### config.mk
export PLATFORM = sky130hd
export DESIGN_NAME = d1_fifo_reader
export DESIGN_NICKNAME = d
export VERILOG_FILES = /design/src/rtl/d1_reader_pkg.sv /design/src/rtl/d1_skid_buffer.sv /design/src/rtl/d1_fifo_reader.sv
export SDC_FILE = /design/constraint.sdc
export NUM_CORES = 1
export LEC_CHECK = 0
export ABC_AREA = 1
export CAP_MARGIN = 20
export CORE_ASPECT_RATIO = 1.2
export CORE_UTILIZATION = 25
export DETAILED_ROUTE_END_ITERATION = 6
export DONT_BUFFER_PORTS = 1
export PLACE_DENSITY = 0.37
export SLEW_MARGIN = 20
export SYNTH_ARGS = -nofsm -noshare
export SYNTH_HDL_FRONTEND = slang
export SYNTH_SLANG_ARGS = --single-unit
export TNS_END_PERCENT = 1
### constraint.sdc
create_clock -name clk -period 2.3 [get_ports clk]
set_clock_uncertainty 0.05 [all_clocks]
set_input_delay 0.23 -clock clk [delete_from_list [all_inputs] [get_ports clk]]
set_output_delay 0.23 -clock clk [all_outputs]
set_load 0.05 [all_outputs]
### src/rtl/d1_reader_pkg.sv
// rtl/d1_reader_pkg.sv - shared state encoding and sizing for the D1 FIFO reader
package d1_reader_pkg;

   typedef enum logic [1:0] {
      ST_INIT   = 2'd0,
      ST_IDLE   = 2'd1,
      ST_ACTIVE = 2'd2,
      ST_ERROR  = 2'd3
   } state_t;

   localparam int SKID_DEPTH = 2;
   localparam int CNT_W      = 16;

endpackage

### src/rtl/d1_skid_buffer.sv
// rtl/d1_skid_buffer.sv - 2-entry skid buffer absorbing the FIFO read latency
import d1_reader_pkg::*;

module d1_skid_buffer #(
   parameter int DW = 6
) (
   input  logic          clk,
   input  logic          reset_L,
   input  logic          i_push,
   input  logic          i_pop,
   input  logic          i_flush,
   input  logic [DW-1:0] i_data,
   output logic          o_valid,
   output logic [DW-1:0] o_data,
   output logic [1:0]    o_occ
);

   logic [DW-1:0] r_mem [SKID_DEPTH];
   logic          r_head;
   logic [1:0]    r_occ;
   logic          w_tail;
   logic          w_pop;

   // With occ=2 the tail wraps onto the head slot, which is only legal alongside a pop.
   assign w_tail  = r_head ^ r_occ[0];
   assign w_pop   = i_pop & (r_occ != 2'd0);
   assign o_valid = (r_occ != 2'd0);
   assign o_data  = o_valid ? r_mem[r_head] : '0;
   assign o_occ   = r_occ;

   always_ff @(posedge clk or negedge reset_L) begin
      if (!reset_L) begin
         r_head   <= 1'b0;
         r_occ    <= 2'd0;
         r_mem[0] <= '0;
         r_mem[1] <= '0;
      end else if (i_flush) begin
         r_head <= 1'b0;
         r_occ  <= 2'd0;
      end else begin
         if (i_push) r_mem[w_tail] <= i_data;
         if (w_pop) r_head <= ~r_head;
         r_occ <= r_occ + {1'b0, i_push} - {1'b0, w_pop};
      end
   end

endmodule

### src/rtl/d1_fifo_reader.sv
// rtl/d1_fifo_reader.sv - D1 FIFO read controller with skid-buffered output stream
// Optional D1_READER_CNT_EN adds the word_count pop counter output.
import d1_reader_pkg::*;

module d1_fifo_reader #(
   parameter int data_width = 6
) (
   input  logic                  clk,
   input  logic                  reset_L,
   input  logic                  init,
   input  logic [3:0]            umbral_in,
   output logic [3:0]            Umbral_D1,
   input  logic                  empty_fifo_D1,
   input  logic                  error_D1,
   input  logic [data_width-1:0] data_out_D1,
   output logic                  rd_enable_D1,
   output logic                  valid_out,
   output logic [data_width-1:0] data_out,
   input  logic                  ready_in,
   output logic                  error_out,
   output logic [1:0]            state
`ifdef D1_READER_CNT_EN
  ,output logic [CNT_W-1:0]      word_count
`endif
);

   state_t     r_state;
   logic       r_inflight;
   logic       r_error;
   logic [3:0] r_umbral;
   logic       w_flush;
   logic       w_pop;
   logic       w_rd;
   logic       w_credit;
   logic       w_valid;
   logic [1:0] w_occ;

   assign w_flush = !init || (r_state == ST_INIT);
   assign w_pop   = w_valid & ready_in;
   // Words already held or on their way must leave room for the one we are about to request.
   assign w_credit = ({1'b0, w_occ} + {2'b00, r_inflight}) < (3'(SKID_DEPTH) + {2'b00, w_pop});
   assign w_rd     = (r_state == ST_ACTIVE) & init & !empty_fifo_D1 & w_credit;

   d1_skid_buffer #(.DW(data_width)) u_skid (
      .clk     (clk),
      .reset_L (reset_L),
      .i_push  (r_inflight),
      .i_pop   (w_pop),
      .i_flush (w_flush),
      .i_data  (data_out_D1),
      .o_valid (w_valid),
      .o_data  (data_out),
      .o_occ   (w_occ)
   );

   always_ff @(posedge clk or negedge reset_L) begin
      if (!reset_L) begin
         r_state    <= ST_INIT;
         r_inflight <= 1'b0;
         r_error    <= 1'b0;
         r_umbral   <= 4'd0;
      end else begin
         r_inflight <= w_rd;
         if (r_state == ST_INIT) r_umbral <= umbral_in;
         if (!init) begin
            r_state <= ST_INIT;
            r_error <= 1'b0;
         end else begin
            case (r_state)
               ST_INIT: r_state <= ST_IDLE;
               ST_IDLE: begin
                  if (error_D1) begin
                     r_state <= ST_ERROR;
                     r_error <= 1'b1;
                  end else if (!empty_fifo_D1) begin
                     r_state <= ST_ACTIVE;
                  end
               end
               ST_ACTIVE: begin
                  if (error_D1) begin
                     r_state <= ST_ERROR;
                     r_error <= 1'b1;
                  end else if (empty_fifo_D1 && (w_occ == 2'd0) && !r_inflight) begin
                     r_state <= ST_IDLE;
                  end
               end
               ST_ERROR: r_state <= ST_ERROR;
            endcase
         end
      end
   end

`ifdef D1_READER_CNT_EN
   logic [CNT_W-1:0] r_count;

   always_ff @(posedge clk or negedge reset_L) begin
      if (!reset_L)     r_count <= '0;
      else if (w_flush) r_count <= '0;
      else if (w_pop)   r_count <= r_count + 1'b1;
   end

   assign word_count = r_count;
`endif

   assign rd_enable_D1 = w_rd;
   assign valid_out    = w_valid;
   assign error_out    = r_error;
   assign state        = r_state;
   assign Umbral_D1    = r_umbral;

endmodule
==> After elaboration in Yosys (flattened, before gate mapping) <==
Cells that the tools add are included.
{ "totals": {"regBits": 23, "inputBits": 16, "out_inout_bits": 15, "wordCells": 67} }
{ "classes": {"add_sub_neg": 4, "order_cmp": 4, "n_eq_ne": 7, "mux": 19, "n_bitwise": 10, "n_reduce_logical": 15} }
{ "ops": {"columns": ["cell", "n"], "rows": [
  ["6-bit 2-to-1 mux", 5],
  ["12-bit bitwise mux", 1],
  ["2-bit 2-to-1 mux", 6],
  ["2-bit one-hot mux with 4 select lines", 1],
  ["6-bit demux with 1-bit select", 1],
  ["2-bit AND reduction", 3],
  ["1-bit AND", 5],
  ["1-bit 2-to-1 mux", 5],
  ["2-bit equality test (second input constant)", 2],
  ["2-bit >= comparator (second input constant)", 2],
  ["2-bit zero test", 2],
  ["4-bit by 3-bit != test with 1-bit output (second input constant)", 1],
  ["4-bit != test (second input constant)", 1],
  ["1-bit NOT with 2-bit output", 2],
  ["2-bit nonzero test", 2],
  ["2-bit by 1-bit adder with 3-bit output", 1],
  ["2-bit by 1-bit adder with 3-bit output (first input constant)", 1],
  ["1-bit logical AND", 3],
  ["1-bit zero test", 3],
  ["3-bit < comparator", 1],
  ["2-bit by 1-bit adder with 2-bit output", 1],
  ["2-bit by 1-bit equality test with 1-bit output (second input constant)", 1],
  ["2-bit by 1-bit < comparator with 1-bit output (second input constant)", 1],
  ["2-bit by 1-bit != test with 1-bit output (second input constant)", 1],
  ["other kinds (6)", 7]
]} }

==> Longest topological paths before layout <==
{ "depth": {"ltp_word": 7, "ltp_mapped": 11, "depth_no_buf": 11} }

==> Hierarchy <==
A second synthesis with hierarchy kept.
{ "hier_totals": {"hier_cells": 164, "area_unflattened_um2": 1302.5} }
{ "modules_own_cells": {"columns": ["mod", "instances", "cells_each", "area_each_um2", "seq_area_each_um2"], "rows": [
  ["d1_skid_buffer", 1, 105, 792.0, 375.4],
  ["d1_fifo_reader", 1, 59, 510.5, 200.2]
]} }

==> Worst setup path before layout <==
Ideal clock, no wire load.
{ "synth_timing": {"path_type": "register to output", "startpoint": "register r_state[1], in the netlist state[1]", "endpoint": "output rd_enable_D1", "arrival_ns": 1.863, "required_time_ns": 2.020, "slack_ns": 0.157, "path_stages_with_launch": 4, "n_path_buf": 0, "cell_sequence": "dfrtp_1 > ha_1 > nand3_1 > a21oi_1"} }
{ "synth_via": {"elab_chain_cells": 4} }
{ "synth_rtl": {"columns": ["element", "line", "rtl"], "rows": [
  ["start, declared", "d1_fifo_reader.sv:27", "state_t r_state;"],
  ["start signal, assigned", "d1_fifo_reader.sv:58", "r_state <= ST_INIT;"],
  ["start signal, assigned", "d1_fifo_reader.sv:66", "r_state <= ST_INIT;"],
  ["start signal, assigned", "d1_fifo_reader.sv:70", "ST_INIT: r_state <= ST_IDLE;"],
  ["2-bit equality test", "d1_fifo_reader.sv:42", "assign w_rd = (r_state == ST_ACTIVE) & init & !empty_fifo_D1 & w_credit;"],
  ["1-bit AND (3 in series)", "d1_fifo_reader.sv:42", null],
  ["end, declared", "d1_fifo_reader.sv:16", "output logic rd_enable_D1,"]
]} }
Every way passes these cells.

==> Worst setup path after layout <==
{ "layout_timing": {"startpoint": "register u_skid.r_occ[0], in the netlist u_skid.o_occ[0]", "endpoint": "output rd_enable_D1"} }
{ "layout_via": {"elab_chain_cells": 5, "word_cells_on_any_way": 6, "classes_between": "add/sub: 2; order compare: 1; bitwise: 2; reduce/logical: 1"} }
{ "layout_rtl": {"columns": ["element", "line", "rtl"], "rows": [
  ["start, declared", "d1_skid_buffer.sv:20", "logic [1:0] r_occ;"],
  ["start signal, assigned", "d1_skid_buffer.sv:43", "r_occ <= r_occ + {1'b0, i_push} - {1'b0, w_pop};"],
  ["2-bit nonzero test", "d1_skid_buffer.sv:27", "assign o_valid = (r_occ != 2'd0);"],
  ["1-bit AND", "d1_fifo_reader.sv:39", "assign w_pop = w_valid & ready_in;"],
  ["2-bit by 1-bit adder with 3-bit output", "d1_fifo_reader.sv:41", "assign w_credit = ({1'b0, w_occ} + {2'b00, r_inflight}) < (3'(SKID_DEPTH) + {2'b00, w_pop});"],
  ["3-bit < comparator (*)", "d1_fifo_reader.sv:41", null],
  ["1-bit AND (*)", "d1_fifo_reader.sv:42", null]
]} }
Every way passes the cells marked *; elsewhere a longest branch is shown, timed or not.

==> flow_metrics.py <==
metrics = {
    "status": {
        "status": "complete, no violations",
    },
    "routing": {
        "ant_nets": 0,
        "firstDrtPassIters": 4,
        "num_vias": 976,
        "drtIter0Drc": 41,
        "routed_wl_um": 2710,
        "routed_via_density": 4.21,
        "post_drt_wl_per_cell_um": 11.7,
        "drt_drc_violations_left": 0,
    },
    "grt": {
        "grt_pass1_wl_um": 4610,
        "antenna_found_initial": 0,
        "grt_usage_pct": 11.4,
        "grt_pass1_vias": 953,
        "overflow": 0,
        "grt_max_degree": 24,
    },
    "cells_and_area": {
        "fin_cells": 232,
        "syn_to_final_growth_pct": 15.2,
        "n_antenna_cell": 0,
        "fillers": 550,
        "drive_gt1_share_pct": 26.7,
        "final_cell_mix": "nand2_1, dfrtp_1, inv_1",
        "multi_input_area_um2": 619,
        "layout.nets": 198,
        "register_area_um2": 576,
        "final_core_util_pct": 30.4,
        "final_common_cell": "nand2_1",
    },
    "floorplan": {
        "die_y_um": 81.6,
        "placementRows": 28,
        "io_pins": 31,
        "die_area_um2": 5580,
        "die_x_um": 68.4,
        "core_um2": 5010,
        "initial_core_util_pct": 26.4,
    },
    "sta": {
        "max_freq_mhz": 517,
        "worst_pin_slew_ns": 0.488,
        "min_period_over_period_pct": 84.1,
        "report.final.slew_viol_count": 0,
        "setup_viol": 0,
        "rsz0062_at_grt": "false",
        "hold_viol_final": 0,
        "timing.final.ws_setup_ns": 0.365,
        "maxSlewHeadroom_pct": 67.5,
        "min_period_ns": 1.94,
        "setup_tns_ns": 0,
    },
    "place": {
        "preCtsSetupSlack_ns": 0.542,
        "dp_hpwl_um": 2020,
        "routabilityCongestion": 0.728,
        "dp_cells": 226,
        "portBuffers": 0,
    },
    "cts": {
        "tritoncts": "built",
        "cts.sinks": 23,
        "cts.htree.levels": 1,
        "postCtsSetupBuffers": 0,
        "ctsResizeCount": 0,
        "cts.path.max_buffers": 2,
        "cts-root-buf": "clkbuf_8",
        "path_clk_slew_ns": 0.08,
        "clock_latency_ns": 0.26,
        "holdBufCountCts": 2,
        "cts_made_buffers": 3,
    },
    "logic_synthesis": {
        "synthDistinctLibCells": 19,
        "syn_nets": 183,
        "ys_ff_latch": 23,
        "ys_seq_area_share_pct": 43.6,
        "netlist_area_um2": 1320,
        "ys.warnings.count": 0,
        "syn_inst": 158,
        "syn_avg_cell_area_um2": 8.36,
    },
    "hold_path": {
        "hold_class": "input port to flop",
        "hp-start": "umbral_in[1]",
    },
    "setup_path": {
        "critPathKind": "flop to output pin",
        "worstPathMaxFanout": 5,
        "cp-startpoint": "u_skid.o_occ[0]",
        "start_kind": "flop",
        "required_ns": 2.02,
        "critPathCaptureType": "output pin",
        "cp.arrival_ns": 1.66,
        "rr_startpoint": "u_skid.o_occ[0]",
    },
    "run": {
        "max_cap_viol_count": 0,
    },
    "pwr": {
        "power_w": 0.00148,
        "power.density_nw_per_um2": 972,
        "ir_worst_vdd_uv": 369,
        "p_leak_nw": 0.783,
    },
}
-- final cells by class --
type                       instances  area share [%]
clock inverter                     1           0.329
sequential                        23            37.8
clock buffer                       3            2.71
multi-input combinational        108            40.7
inverter                          24            6.09
timing repair buffer              13            7.40
tap                               60            4.93
-- Yosys cell counts --
cell type / number / area [um^2]
a21oi_1: 9 / 45.0
buf_6: 3 / 33.8
dfrtp_1: 23 / 576
ha_1: 9 / 113
inv_1: 21 / 78.8
inv_2: 2 / 7.51
inv_4: 1 / 6.26
nand2_1: 41 / 154
nand2_2: 12 / 75.1
nand3_1: 5 / 25.0
nand4_1: 1 / 6.26
nor2_1: 12 / 45.0
nor2_2: 1 / 6.26
nor2_4: 1 / 11.3
nor3_1: 1 / 5.00
o21ai_0: 1 / 5.00
o21ai_2: 13 / 114
or2_1: 1 / 6.26
xnor2_1: 1 / 8.76
-- kinds of logic (layout without fill, tap and decap cells) --
| family | Yosys count | after routing | synth area share, % |
|---|---|---|---|
| AO/OA/AOI/OAI | 23 | 23 | 12.4 |
| XOR/XNOR | 1 | 1 | 0.663 |
| adder cells (fa/ha/maj) | 9 | 9 | 8.52 |
| buffers and inverters | 27 | 41 | 9.57 |
| flip-flops | 23 | 23 | 43.6 |
| AND/OR/NAND/NOR | 75 | 75 | 25.3 |
-- where the power goes --
part | internal, W | total [W] | switching [W] | leakage, nW
clock | 0.000121 | 0.000249 | 0.000129 | 0.0255
combinational | 0.000178 | 0.000508 | 0.000330 | 0.450
sequential | 0.000506 | 0.000723 | 0.000217 | 0.308
-- routing by layer --
metal  global-route usage (%)  wire length [um]
met3                     2.92               120
met1                     14.6              1240
met2                     17.6              1320
met5                        0                 0
met4                     5.00                26
-- sequential cells by signal, summed over array words and instances, names as in the netlist --
signal         flops
u_skid.r_mem      12
Umbral_D1          4
state              2
u_skid.o_occ       2
error_out          1
r_inflight         1
u_skid.r_head      1
-- metrics by stage --
| step | hold slack [ns] | instance area [um^2] |
|---|---|---|
| after floorplan | -0.116 | 1320 |
| after global placement | -0.115 | 1450 |
| after detailed placement | -0.115 | 1450 |
| after CTS | 0.0218 | 1520 |
| after global routing | 0.0239 | 1520 |
| final | 0.0312 | 1520 |
-- final timing paths --
path | end | slack [ns] | cells after the start
min in group asynchronous | u_skid.o_occ[1] | 0.34 | 2
worst min register to register | u_skid.r_mem[0] | 0.44 | 2
worst max register to register | u_skid.o_occ[1] | 0.54 | 10
worst max-delay path | rd_enable_D1 | 0.36 | 6
max in group asynchronous | u_skid.r_mem[2] | 1.72 | 2
worst min-delay path | Umbral_D1[1] | 0.03 | 2
-- critical path, cell delays in order (launching register included) --
cell and delay [ns]:
dfrtp_1 0.46, ha_1 0.22, ha_1 0.18, nor2_1 0.08
nand3_1 0.07, a21oi_1 0.16, buf_4 0.22
(Power assumes the default switching activity.)
